===== config.mk =====
export PLATFORM = sky130hd
export DESIGN_NAME = mips_multicycle_control_flat
export DESIGN_NICKNAME = d
export VERILOG_FILES = /design/src/rtl/mips_multicycle_control_if.sv /design/src/rtl/mips_multicycle_control.sv /design/src/flat_wrapper.sv
export SDC_FILE = /design/constraint.sdc
export NUM_CORES = 1
export LEC_CHECK = 0
export CORE_UTILIZATION = 43
export CTS_BUF_LIST = sky130_fd_sc_hd__clkbuf_8
export CTS_CLUSTER_SIZE = 30
export DETAILED_ROUTE_END_ITERATION = 16
export MAX_ROUTING_LAYER = met4
export PLACE_DENSITY = 0.79
export REMOVE_ABC_BUFFERS = 1
export SETUP_SLACK_MARGIN = 0.05
export SLEW_MARGIN = 20
export SYNTH_ARGS = -nofsm -noshare
export SYNTH_HDL_FRONTEND = slang
export SYNTH_SLANG_ARGS = --single-unit
export TNS_END_PERCENT = 20

===== constraint.sdc =====
create_clock -name clk -period 1.8 [get_ports clk]
set_clock_uncertainty 0.15 [all_clocks]
set_input_delay 0.36 -clock clk [delete_from_list [all_inputs] [get_ports clk]]
set_output_delay 0.36 -clock clk [all_outputs]
set_load 0.1 [all_outputs]

===== src/rtl/mips_multicycle_control_if.sv =====
// Control-unit bus: instruction fields and memory handshake in, datapath controls and status out.
interface mips_multicycle_control_if;
    logic [5:0] op_in;
    logic [5:0] func_in;
    logic       mem_ready;
    logic       pc_write;
    logic       pc_write_cond;
    logic       bne_out;
    logic       iord;
    logic       mem_read;
    logic       mem_write;
    logic       ir_write;
    logic       reg_dst;
    logic       mem_to_reg;
    logic       reg_write;
    logic       alu_src_a;
    logic [1:0] alu_src_b;
    logic       ext_cntrl;
    logic [3:0] alu_cntrl;
    logic [1:0] pc_source;
    logic       illegal_out;
    logic       timeout_out;
    logic [3:0] state_out;

    modport master (
        input  op_in, func_in, mem_ready,
        output pc_write, pc_write_cond, bne_out, iord, mem_read, mem_write, ir_write,
               reg_dst, mem_to_reg, reg_write, alu_src_a, alu_src_b, ext_cntrl,
               alu_cntrl, pc_source, illegal_out, timeout_out, state_out
    );

    modport slave (
        output op_in, func_in, mem_ready,
        input  pc_write, pc_write_cond, bne_out, iord, mem_read, mem_write, ir_write,
               reg_dst, mem_to_reg, reg_write, alu_src_a, alu_src_b, ext_cntrl,
               alu_cntrl, pc_source, illegal_out, timeout_out, state_out
    );
endinterface


===== src/rtl/mips_multicycle_control.sv =====
// Multicycle MIPS control FSM with variable-latency memory handshake, memory timeout
// and illegal-instruction trapping.
module mips_multicycle_control #(
    parameter int unsigned MEM_TIMEOUT   = 15,
    parameter int unsigned CNT_W         = 4,
    parameter int unsigned ERROR_RECOVER = 0
) (
    input logic                        clk,
    input logic                        reset,
    mips_multicycle_control_if.master  bus
);
    typedef enum logic [3:0] {
        FETCH     = 4'd0,
        DECODE    = 4'd1,
        MEM_ADDR  = 4'd2,
        MEM_READ  = 4'd3,
        MEM_WB    = 4'd4,
        MEM_WRITE = 4'd5,
        EXEC_R    = 4'd6,
        EXEC_I    = 4'd7,
        ALU_WB    = 4'd8,
        BRANCH    = 4'd9,
        JUMP      = 4'd10,
        JR        = 4'd11,
        ERROR     = 4'd12
    } state_t;

    localparam logic [5:0] OP_RTYPE = 6'h00, OP_J    = 6'h02, OP_BEQ = 6'h04, OP_BNE = 6'h05;
    localparam logic [5:0] OP_ADDI  = 6'h08, OP_ANDI = 6'h0C, OP_LUI = 6'h0F;
    localparam logic [5:0] OP_LW    = 6'h23, OP_SW   = 6'h2B;
    localparam logic [5:0] F_NOP = 6'h00, F_JR  = 6'h08, F_ADD = 6'h20;
    localparam logic [5:0] F_SUB = 6'h22, F_NOR = 6'h27, F_SLT = 6'h2A;

    state_t           state;
    logic [CNT_W-1:0] wait_cnt;
    logic             illegal;
    logic             timeout;
    logic             mem_state;
    logic             timed_out;

    // A completing handshake in the limit cycle beats the timeout.
    always_comb begin
        mem_state = (state == FETCH) || (state == MEM_READ) || (state == MEM_WRITE);
        timed_out = (MEM_TIMEOUT != 0) && mem_state && !bus.mem_ready &&
                    (wait_cnt == CNT_W'(MEM_TIMEOUT));
    end

    always_ff @(posedge clk or posedge reset) begin
        if (reset) begin
            state    <= FETCH;
            wait_cnt <= '0;
            illegal  <= 1'b0;
            timeout  <= 1'b0;
        end else begin
            wait_cnt <= '0;
            if (timed_out) begin
                state   <= ERROR;
                timeout <= 1'b1;
            end else begin
                case (state)
                    FETCH: begin
                        if (bus.mem_ready) state <= DECODE;
                        else wait_cnt <= wait_cnt + CNT_W'(1);
                    end
                    DECODE: begin
                        case (bus.op_in)
                            OP_RTYPE: begin
                                case (bus.func_in)
                                    F_NOP:                      state <= FETCH;
                                    F_ADD, F_SUB, F_SLT, F_NOR: state <= EXEC_R;
                                    F_JR:                       state <= JR;
                                    default: begin
                                        state   <= ERROR;
                                        illegal <= 1'b1;
                                    end
                                endcase
                            end
                            OP_ADDI, OP_ANDI, OP_LUI: state <= EXEC_I;
                            OP_LW, OP_SW:             state <= MEM_ADDR;
                            OP_BEQ, OP_BNE:           state <= BRANCH;
                            OP_J:                     state <= JUMP;
                            default: begin
                                state   <= ERROR;
                                illegal <= 1'b1;
                            end
                        endcase
                    end
                    MEM_ADDR: state <= (bus.op_in == OP_LW) ? MEM_READ : MEM_WRITE;
                    MEM_READ: begin
                        if (bus.mem_ready) state <= MEM_WB;
                        else wait_cnt <= wait_cnt + CNT_W'(1);
                    end
                    MEM_WRITE: begin
                        if (bus.mem_ready) state <= FETCH;
                        else wait_cnt <= wait_cnt + CNT_W'(1);
                    end
                    EXEC_R, EXEC_I:                 state <= ALU_WB;
                    MEM_WB, ALU_WB, BRANCH, JUMP, JR: state <= FETCH;
                    ERROR: begin
                        if (ERROR_RECOVER != 0) state <= FETCH;
                    end
                    default: state <= FETCH;
                endcase
            end
        end
    end

    // Outputs decode straight from the state register so an asynchronous reset
    // silences every control line in the same delta.
    always_comb begin
        bus.pc_write      = 1'b0;
        bus.pc_write_cond = 1'b0;
        bus.bne_out       = 1'b0;
        bus.iord          = 1'b0;
        bus.mem_read      = 1'b0;
        bus.mem_write     = 1'b0;
        bus.ir_write      = 1'b0;
        bus.reg_dst       = 1'b0;
        bus.mem_to_reg    = 1'b0;
        bus.reg_write     = 1'b0;
        bus.alu_src_a     = 1'b0;
        bus.alu_src_b     = 2'b00;
        bus.ext_cntrl     = 1'b0;
        bus.alu_cntrl     = 4'b0000;
        bus.pc_source     = 2'b00;
        if (!reset) begin
            case (state)
                FETCH: begin
                    bus.mem_read  = 1'b1;
                    bus.alu_src_b = 2'b01;
                    bus.alu_cntrl = 4'b0010;
                    bus.ir_write  = bus.mem_ready;
                    bus.pc_write  = bus.mem_ready;
                end
                DECODE: begin
                    bus.alu_src_b = 2'b11;
                    bus.ext_cntrl = 1'b1;
                    bus.alu_cntrl = 4'b0010;
                end
                MEM_ADDR: begin
                    bus.alu_src_a = 1'b1;
                    bus.alu_src_b = 2'b10;
                    bus.ext_cntrl = 1'b1;
                    bus.alu_cntrl = 4'b0010;
                end
                MEM_READ: begin
                    bus.iord     = 1'b1;
                    bus.mem_read = 1'b1;
                end
                MEM_WB: begin
                    bus.reg_write  = 1'b1;
                    bus.mem_to_reg = 1'b1;
                end
                MEM_WRITE: begin
                    bus.iord      = 1'b1;
                    bus.mem_write = 1'b1;
                end
                EXEC_R: begin
                    bus.alu_src_a = 1'b1;
                    case (bus.func_in)
                        F_SUB:   bus.alu_cntrl = 4'b0110;
                        F_SLT:   bus.alu_cntrl = 4'b0111;
                        F_NOR:   bus.alu_cntrl = 4'b1100;
                        default: bus.alu_cntrl = 4'b0010;
                    endcase
                end
                EXEC_I: begin
                    bus.alu_src_a = 1'b1;
                    bus.alu_src_b = 2'b10;
                    case (bus.op_in)
                        OP_ANDI: bus.alu_cntrl = 4'b0000;
                        OP_LUI:  bus.alu_cntrl = 4'b1111;
                        default: begin
                            bus.ext_cntrl = 1'b1;
                            bus.alu_cntrl = 4'b0010;
                        end
                    endcase
                end
                ALU_WB: begin
                    bus.reg_write = 1'b1;
                    bus.reg_dst   = (bus.op_in == OP_RTYPE);
                end
                BRANCH: begin
                    bus.alu_src_a     = 1'b1;
                    bus.alu_cntrl     = 4'b0110;
                    bus.pc_write_cond = 1'b1;
                    bus.pc_source     = 2'b01;
                    bus.bne_out       = (bus.op_in == OP_BNE);
                end
                JUMP: begin
                    bus.pc_write  = 1'b1;
                    bus.pc_source = 2'b10;
                end
                JR: begin
                    bus.pc_write  = 1'b1;
                    bus.pc_source = 2'b11;
                end
                default: ;
            endcase
        end
    end

    always_comb begin
        bus.state_out   = state;
        bus.illegal_out = illegal;
        bus.timeout_out = timeout;
    end
endmodule


===== src/flat_wrapper.sv =====
// flat-port wrapper written by rule: the top's interface ports become plain ports
module mips_multicycle_control_flat 
#(
    parameter int unsigned MEM_TIMEOUT   = 15,
    parameter int unsigned CNT_W         = 4,
    parameter int unsigned ERROR_RECOVER = 0
)
  (clk, reset, bus_op_in, bus_func_in, bus_mem_ready, bus_pc_write, bus_pc_write_cond, bus_bne_out, bus_iord, bus_mem_read, bus_mem_write, bus_ir_write, bus_reg_dst, bus_mem_to_reg, bus_reg_write, bus_alu_src_a, bus_alu_src_b, bus_ext_cntrl, bus_alu_cntrl, bus_pc_source, bus_illegal_out, bus_timeout_out, bus_state_out);
  mips_multicycle_control_if bus_i ();
  input logic clk;
  input logic reset;
  input wire logic [$bits(bus_i.op_in)-1:0] bus_op_in;
  input wire logic [$bits(bus_i.func_in)-1:0] bus_func_in;
  input wire logic [$bits(bus_i.mem_ready)-1:0] bus_mem_ready;
  output wire logic [$bits(bus_i.pc_write)-1:0] bus_pc_write;
  output wire logic [$bits(bus_i.pc_write_cond)-1:0] bus_pc_write_cond;
  output wire logic [$bits(bus_i.bne_out)-1:0] bus_bne_out;
  output wire logic [$bits(bus_i.iord)-1:0] bus_iord;
  output wire logic [$bits(bus_i.mem_read)-1:0] bus_mem_read;
  output wire logic [$bits(bus_i.mem_write)-1:0] bus_mem_write;
  output wire logic [$bits(bus_i.ir_write)-1:0] bus_ir_write;
  output wire logic [$bits(bus_i.reg_dst)-1:0] bus_reg_dst;
  output wire logic [$bits(bus_i.mem_to_reg)-1:0] bus_mem_to_reg;
  output wire logic [$bits(bus_i.reg_write)-1:0] bus_reg_write;
  output wire logic [$bits(bus_i.alu_src_a)-1:0] bus_alu_src_a;
  output wire logic [$bits(bus_i.alu_src_b)-1:0] bus_alu_src_b;
  output wire logic [$bits(bus_i.ext_cntrl)-1:0] bus_ext_cntrl;
  output wire logic [$bits(bus_i.alu_cntrl)-1:0] bus_alu_cntrl;
  output wire logic [$bits(bus_i.pc_source)-1:0] bus_pc_source;
  output wire logic [$bits(bus_i.illegal_out)-1:0] bus_illegal_out;
  output wire logic [$bits(bus_i.timeout_out)-1:0] bus_timeout_out;
  output wire logic [$bits(bus_i.state_out)-1:0] bus_state_out;
  assign bus_i.op_in = bus_op_in;
  assign bus_i.func_in = bus_func_in;
  assign bus_i.mem_ready = bus_mem_ready;
  assign bus_pc_write = bus_i.pc_write;
  assign bus_pc_write_cond = bus_i.pc_write_cond;
  assign bus_bne_out = bus_i.bne_out;
  assign bus_iord = bus_i.iord;
  assign bus_mem_read = bus_i.mem_read;
  assign bus_mem_write = bus_i.mem_write;
  assign bus_ir_write = bus_i.ir_write;
  assign bus_reg_dst = bus_i.reg_dst;
  assign bus_mem_to_reg = bus_i.mem_to_reg;
  assign bus_reg_write = bus_i.reg_write;
  assign bus_alu_src_a = bus_i.alu_src_a;
  assign bus_alu_src_b = bus_i.alu_src_b;
  assign bus_ext_cntrl = bus_i.ext_cntrl;
  assign bus_alu_cntrl = bus_i.alu_cntrl;
  assign bus_pc_source = bus_i.pc_source;
  assign bus_illegal_out = bus_i.illegal_out;
  assign bus_timeout_out = bus_i.timeout_out;
  assign bus_state_out = bus_i.state_out;
  mips_multicycle_control #(.MEM_TIMEOUT(MEM_TIMEOUT), .CNT_W(CNT_W), .ERROR_RECOVER(ERROR_RECOVER)) u_core (.clk(clk), .reset(reset), .bus(bus_i));
endmodule

==> reports/qor.log, run 1 <==
qor: timing.worst_endpoint bus_alu_src_b[1]
qor: logic_synthesis.synth_seq_cells 10
qor: logic_synthesis.synth_enable_flop_cells 0
qor: logic_synthesis.synth_cell_type_count 49
qor: clock_tree.htree_num_levels 1
qor: logic_synthesis.ys_warn_count 0
qor: placed_design.placement.io_buffers 40
qor: die.io_pins 41
qor: status.error_line [ERROR DPL-0038] Utilization greater than 100%, impossible to legalize
qor: placed_design.placedCellCount 293
qor: clock_tree.total_clock_buffers_created_by_cts 3
qor: placed_design.post-dp-hpwl 4020 µm
qor: placed_design.place_worst_setup_slack -0.792 ns
qor: timing.timing.repair.worst_endpoint_type output port
qor: status.stop_stage global routing
qor: logic_synthesis.async_reset_ff_share 100%
qor: placed_design.gp_congestion 1.11
qor: die.floorplan.die.width 55.8 µm
qor: status.run_status did not finish
qor: logic_synthesis.mappedNetlistArea 1250 µm²
qor: global_routing.grt_max_degree 13
qor: clock_tree.cts.sink_count 10
qor: clock_tree.cts_max_path_buffers 2
qor: logic_synthesis.yosysSeqAreaShare 20.1%
qor: die.row_count 19
qor: logic_synthesis.netlist_instances 172
qor: logic_synthesis.syn_avg_cell_area 7.25 µm²
qor: clock_tree.clock-root-buffer sky130_fd_sc_hd__clkbuf_8
qor: die.die_height 55.8 µm
qor: die.initial_utilization 45.2%
qor: logic_synthesis.synth-main-ff-cell sky130_fd_sc_hd__dfrtp_1
## repair_timing
| item | CTS |
|---|---|
| setup buffers | 4 |
| gates cloned | 0 |
| hold buffers | 0 |
| pin swaps | 16 |
| setup endpoints to repair | 29 |
| resized for setup | 86 |
| hold endpoints to repair | 0 |
## cell usage after synthesis (4+ instances only)
cell                        n  area, µm²
sky130_fd_sc_hd__a211oi_1   4       30.0
sky130_fd_sc_hd__a21oi_1    8       40.0
sky130_fd_sc_hd__and3_1     4       25.0
sky130_fd_sc_hd__buf_6      6       67.6
sky130_fd_sc_hd__dfrtp_1   10        250
sky130_fd_sc_hd__inv_1      6       22.5
sky130_fd_sc_hd__nand2_1   12       45.0
sky130_fd_sc_hd__nand2b_1   5       31.3
sky130_fd_sc_hd__nand3_1    8       40.0
sky130_fd_sc_hd__nor2_1    18       67.6
sky130_fd_sc_hd__nor2b_1    5       31.3
sky130_fd_sc_hd__nor3_1    10       50.1
sky130_fd_sc_hd__nor4_1     5       31.3
sky130_fd_sc_hd__o21a_1     4       30.0
sky130_fd_sc_hd__o21ai_0   14       70.1
## through the flow
stage                     util (%)  cell area [µm²]
after CTS                     96.6             2660
after floorplan                  -             1140
after detailed placement      83.6             2310
after global placement        83.6             2310
## cells by family after synthesis
family | share of synthesized area [%]
xor+xnor | 2.81
compound gates | 28.8
simple gates | 37.0
fa+ha+maj | 1.00
buf+inv | 10.2
flops | 20.1
==> run 2: changes to the inputs <==
--- a/config.mk
+++ b/config.mk
@@ -5,14 +5,11 @@
 export SDC_FILE = /design/constraint.sdc
 export NUM_CORES = 1
 export LEC_CHECK = 0
-export CORE_UTILIZATION = 43
-export CTS_BUF_LIST = sky130_fd_sc_hd__clkbuf_8
-export CTS_CLUSTER_SIZE = 30
+export CORE_AREA = 2 2 63 65
 export DETAILED_ROUTE_END_ITERATION = 16
-export MAX_ROUTING_LAYER = met4
-export PLACE_DENSITY = 0.79
+export DIE_AREA = 0 0 65 67
+export PLACE_DENSITY_LB_ADDON = 0.15
 export REMOVE_ABC_BUFFERS = 1
-export SETUP_SLACK_MARGIN = 0.05
 export SLEW_MARGIN = 20
 export SYNTH_ARGS = -nofsm -noshare
 export SYNTH_HDL_FRONTEND = slang
==> constraint.sdc (replaced) <==
create_clock -name clk -period 2.3 [get_ports clk]
set_clock_uncertainty 0.15 [all_clocks]
set_input_delay 0.46 -clock clk [delete_from_list [all_inputs] [get_ports clk]]
set_output_delay 0.46 -clock clk [all_outputs]
set_load 0.1 [all_outputs]
==> run 2 against run 1 <==
The flow now finishes, with violations (negative setup slack). Area after synthesis did not move. Synthesized cell count did not move.
==> reports/qor.log, run 2 <==
qor: worst_setup_path.rr_startpoint u_core.bus.state_out[0]
qor: worst_setup_path.critical_path.endpoint_type primary output
qor: logic_synthesis.post-synth-top-count-cell sky130_fd_sc_hd__nor2_1
qor: logic_synthesis.ys_warn_count 0
qor: logic_synthesis.syn_avg_cell_area 7.25 µm²
qor: logic_synthesis.ys_top_cells_by_area sky130_fd_sc_hd__dfrtp_1 20%, sky130_fd_sc_hd__o21ai_0 5.6%, sky130_fd_sc_hd__nor2_1 5.4%
qor: timing.finalWorstPathRequiredPeriod 2.37 ns
qor: status.run_status finished, violations left
qor: route.routed_wirelength 4700 µm
qor: timing.setup_ws -0.0693 ns
qor: worst_hold_path.hold-path-cell-count 1
qor: timing.final_min_period_over_clock_period 103%
qor: worst_hold_path.worstHoldPathType reg2reg
qor: placed_design.post-dp-hpwl 3400 µm
qor: clock_tree.tritoncts done
qor: logic_synthesis.synth_cell_type_count 49
qor: cells_and_area.final_nets 271
qor: pwr.power_per_cell_area 862 nW/µm²
qor: status.failed_checks negative setup slack
qor: worst_setup_path.cp.depth 6
qor: logic_synthesis.synth_seq_cells 10
qor: cells_and_area.flow.area_growth_from_synthesis 99.0%
qor: worst_setup_path.critical-path-top-delay-family buffers and inverters
qor: global_routing.antenna_found_initial 0
qor: route.wire_per_inst 15.6 µm
qor: global_routing.grt_pass1_vias 1580
qor: timing.worst_hold_margin 0.314 ns
qor: timing.sum_of_negative_setup_slack -0.222 ns
qor: worst_setup_path.number_of_cells_on_the_worst_reg_to_reg_path 7
qor: logic_synthesis.synth_enable_flop_cells 0
qor: logic_synthesis.post-synth-top-area-fraction 20.1%
qor: die.io_pins 41
qor: placed_design.place_worst_setup_slack -0.386 ns
qor: pwr.share_comb_of_total_power 78.0%
qor: worst_setup_path.max_stage_delay 0.41 ns
qor: worst_setup_path.crit_arrival 1.76 ns
qor: cells_and_area.n_fill_cell 284
qor: logic_synthesis.mappedNetlistArea 1250 µm²
qor: worst_setup_path.cp_cell_sequence buf_6 -> xor2_4 -> nand2b_1 -> a211oi_1 -> buf_4 -> buf_12
qor: clock_tree.total_clock_buffers_created_by_cts 3
qor: pwr.clock_power_share 10.1%
qor: worst_setup_path.critPathSlowestCell sky130_fd_sc_hd__dfrtp_1
qor: placed_design.placement.io_buffers 40
qor: timing.setup_viol 6
qor: die.initial_utilization 34.6%
qor: logic_synthesis.post_synth_most_frequent_cells 18 x sky130_fd_sc_hd__nor2_1, 14 x sky130_fd_sc_hd__o21ai_0, 12 x sky130_fd_sc_hd__nand2_1
qor: global_routing.grt_max_degree 14
qor: die.floorplan.core_area 3610 µm²
qor: worst_setup_path.crit_reg_reg_endpoint u_core.bus.state_out[2]
qor: worst_setup_path.crit_path_max_fanout 11
qor: logic_synthesis.yosysSeqAreaShare 20.1%
qor: global_routing.grt-ovfl-total 0
qor: die.row_count 22
qor: worst_setup_path.worst_ep_required_time 1.69 ns
qor: cells_and_area.layout_common_cells 50 x sky130_fd_sc_hd__buf_4, 24 x sky130_fd_sc_hd__buf_12, 12 x sky130_fd_sc_hd__nor2_1, 12 x sky130_fd_sc_hd__o21ai_0
qor: clock_tree.cts.sink_count 10
qor: logic_synthesis.netlist_instances 172
qor: pwr.power.leakage 1.00 nW
qor: run.maxCapViolations 0
qor: route.first_pass_iters 4
qor: worst_setup_path.worst-path-buf-inv 3
qor: cells_and_area.layout_commonest_cell sky130_fd_sc_hd__buf_4
qor: die.die_area 4360 µm²
qor: clock_tree.clock-root-buffer sky130_fd_sc_hd__clkbuf_8
qor: pwr.power_frac_seq 11.9%
qor: route.routed-via-count 1622
qor: cells_and_area.antenna_cells_inserted 0
qor: clock_tree.cts_max_path_buffers 2
qor: worst_setup_path.ff2ff_setup_slack 0.28 ns
qor: timing.slew_at_the_pin_closest_to_its_max_slew_limit 0.505 ns
qor: clock_tree.worstSkewPairLatency 0.23 ns
qor: global_routing.grt_first_pass_wirelength 7250 µm
qor: timing.achievable-frequency 0.422 GHz
qor: worst_setup_path.cp-start-kind register
qor: route.vias_per_cell 5.37
qor: worst_hold_path.hold_path.startpoint u_core.wait_cnt[0]
qor: pwr.netSwitchingFraction 52.8%
qor: timing.setup_repair_after_global_routing_missed_its_margin true
qor: pwr.power.net_switching 1.13 mW
qor: pwr.finalPower 2.14 mW
qor: timing.final_hold_viol_count 0
qor: route.ant_nets 0
qor: worst_hold_path.min_to u_core.wait_cnt[0]
qor: worst_setup_path.startpoint_to_endpoint_class_of_the_critical_path reg2out
qor: logic_synthesis.synth-main-ff-cell sky130_fd_sc_hd__dfrtp_1
qor: logic_synthesis.post_synth_top_area_cell sky130_fd_sc_hd__dfrtp_1
qor: timing.max-slew-margin-rel 66.0%
qor: cells_and_area.post_route_cells_drive_above_1_share 49.6%
qor: route.first_iter_violations 75
qor: timing.timing.final.max_slew_violations 0
qor: global_routing.groute.usage.overall 21.0%
qor: die.die_height 67 µm
qor: logic_synthesis.async_reset_ff_share 100%
qor: pwr.cell_internal_pwr 1.01 mW
qor: cells_and_area.final_core_util 68.8%
qor: clock_tree.htree_num_levels 1
qor: placed_design.gp_congestion 0.953
qor: pwr.peak_vdd_ir 0.425 mV
qor: route.drc 0
qor: clock_tree.clk_transition_reported_paths 0.05 ns
qor: die.floorplan.die.width 65 µm
run 2: cell counts after synthesis:
Identical to the previous run, type by type.
run 2: layout make-up:
cell class,instances,area (µm²),share of cell area (%)
clock buffers,4,55.1,2.22
inverters,6,22.5,0.908
multi-input cells,144,1090,44.0
flip-flops and latches,10,253,10.2
well taps,48,60.1,2.42
repair buffers,90,998,40.3
run 2: worst register-to-register path, delay by kind of cell (launching register included):
family                 cells  cell delay (ns)
AO/OA/AOI/OAI              2             0.29
XOR/XNOR                   1             0.19
buffers and inverters      2             0.40
flip-flops                 1             0.42
AND/OR/NAND/NOR            2             0.49
run 2: worst max path at each step:
stage                             to  slack, ns               startpoint
finish              bus_alu_src_b[1]      -0.07  u_core.bus.state_out[1]
CTS                 bus_alu_cntrl[2]      -0.02  u_core.bus.state_out[0]
global route        bus_alu_src_b[1]      -0.12  u_core.bus.state_out[1]
global placement       bus_ext_cntrl      -0.38             bus_op_in[0]
floorplan                bus_bne_out      -2.70  u_core.bus.state_out[3]
detailed placement  bus_alu_cntrl[3]      -0.39             bus_op_in[0]
run 2: logic make-up after synthesis:
logic type / after synthesis / synth area share (%)
flops: 10 / 20.1
xor+xnor: 4 / 2.81
fa+ha+maj: 1 / 1.00
buf+inv: 18 / 10.2
simple gates: 85 / 37.0
compound gates: 54 / 28.8
run 2: metal layers:
| layer | share of wire [%] | global-route usage (%) | up-vias |
|---|---|---|---|
| li1 | - | - | 803 |
| met1 | 43 | 26.6 | 774 |
| met2 | 52 | 38.4 | 45 |
| met3 | 4.9 | 3.04 | 0 |
| met4 | 0 | 2.93 | 0 |
| met5 | 0 | 0 | - |
run 2: timing repair:
action                                  4_1_cts  5_1_grt
pin swaps                                    16       12
setup buffers                                 6        0
gates cloned                                  0        0
endpoints found under the setup margin       16       14
hold buffers                                  0        0
gates resized for setup                      50       25
run 2: through the flow:
step | cell area [µm²] | std cells
floorplan | 1140 | 160
global placement | 2170 | 292
detailed placement | 2170 | 292
CTS | 2380 | 302
global route | 2480 | 302
finish | 2480 | 302
run 2: power groups by stage:
stage	registers, mW	clock network, mW	logic [mW]
2_1_floorplan	0.432	0	0.676
3_3_place_gp	0.252	0	1.44
3_5_place_dp	0.255	0	1.47
4_1_cts	0.249	0.224	1.59
5_1_grt	0.257	0.232	1.74
6_report	0.255	0.215	1.67
Power figures use the tool's default switching activity.
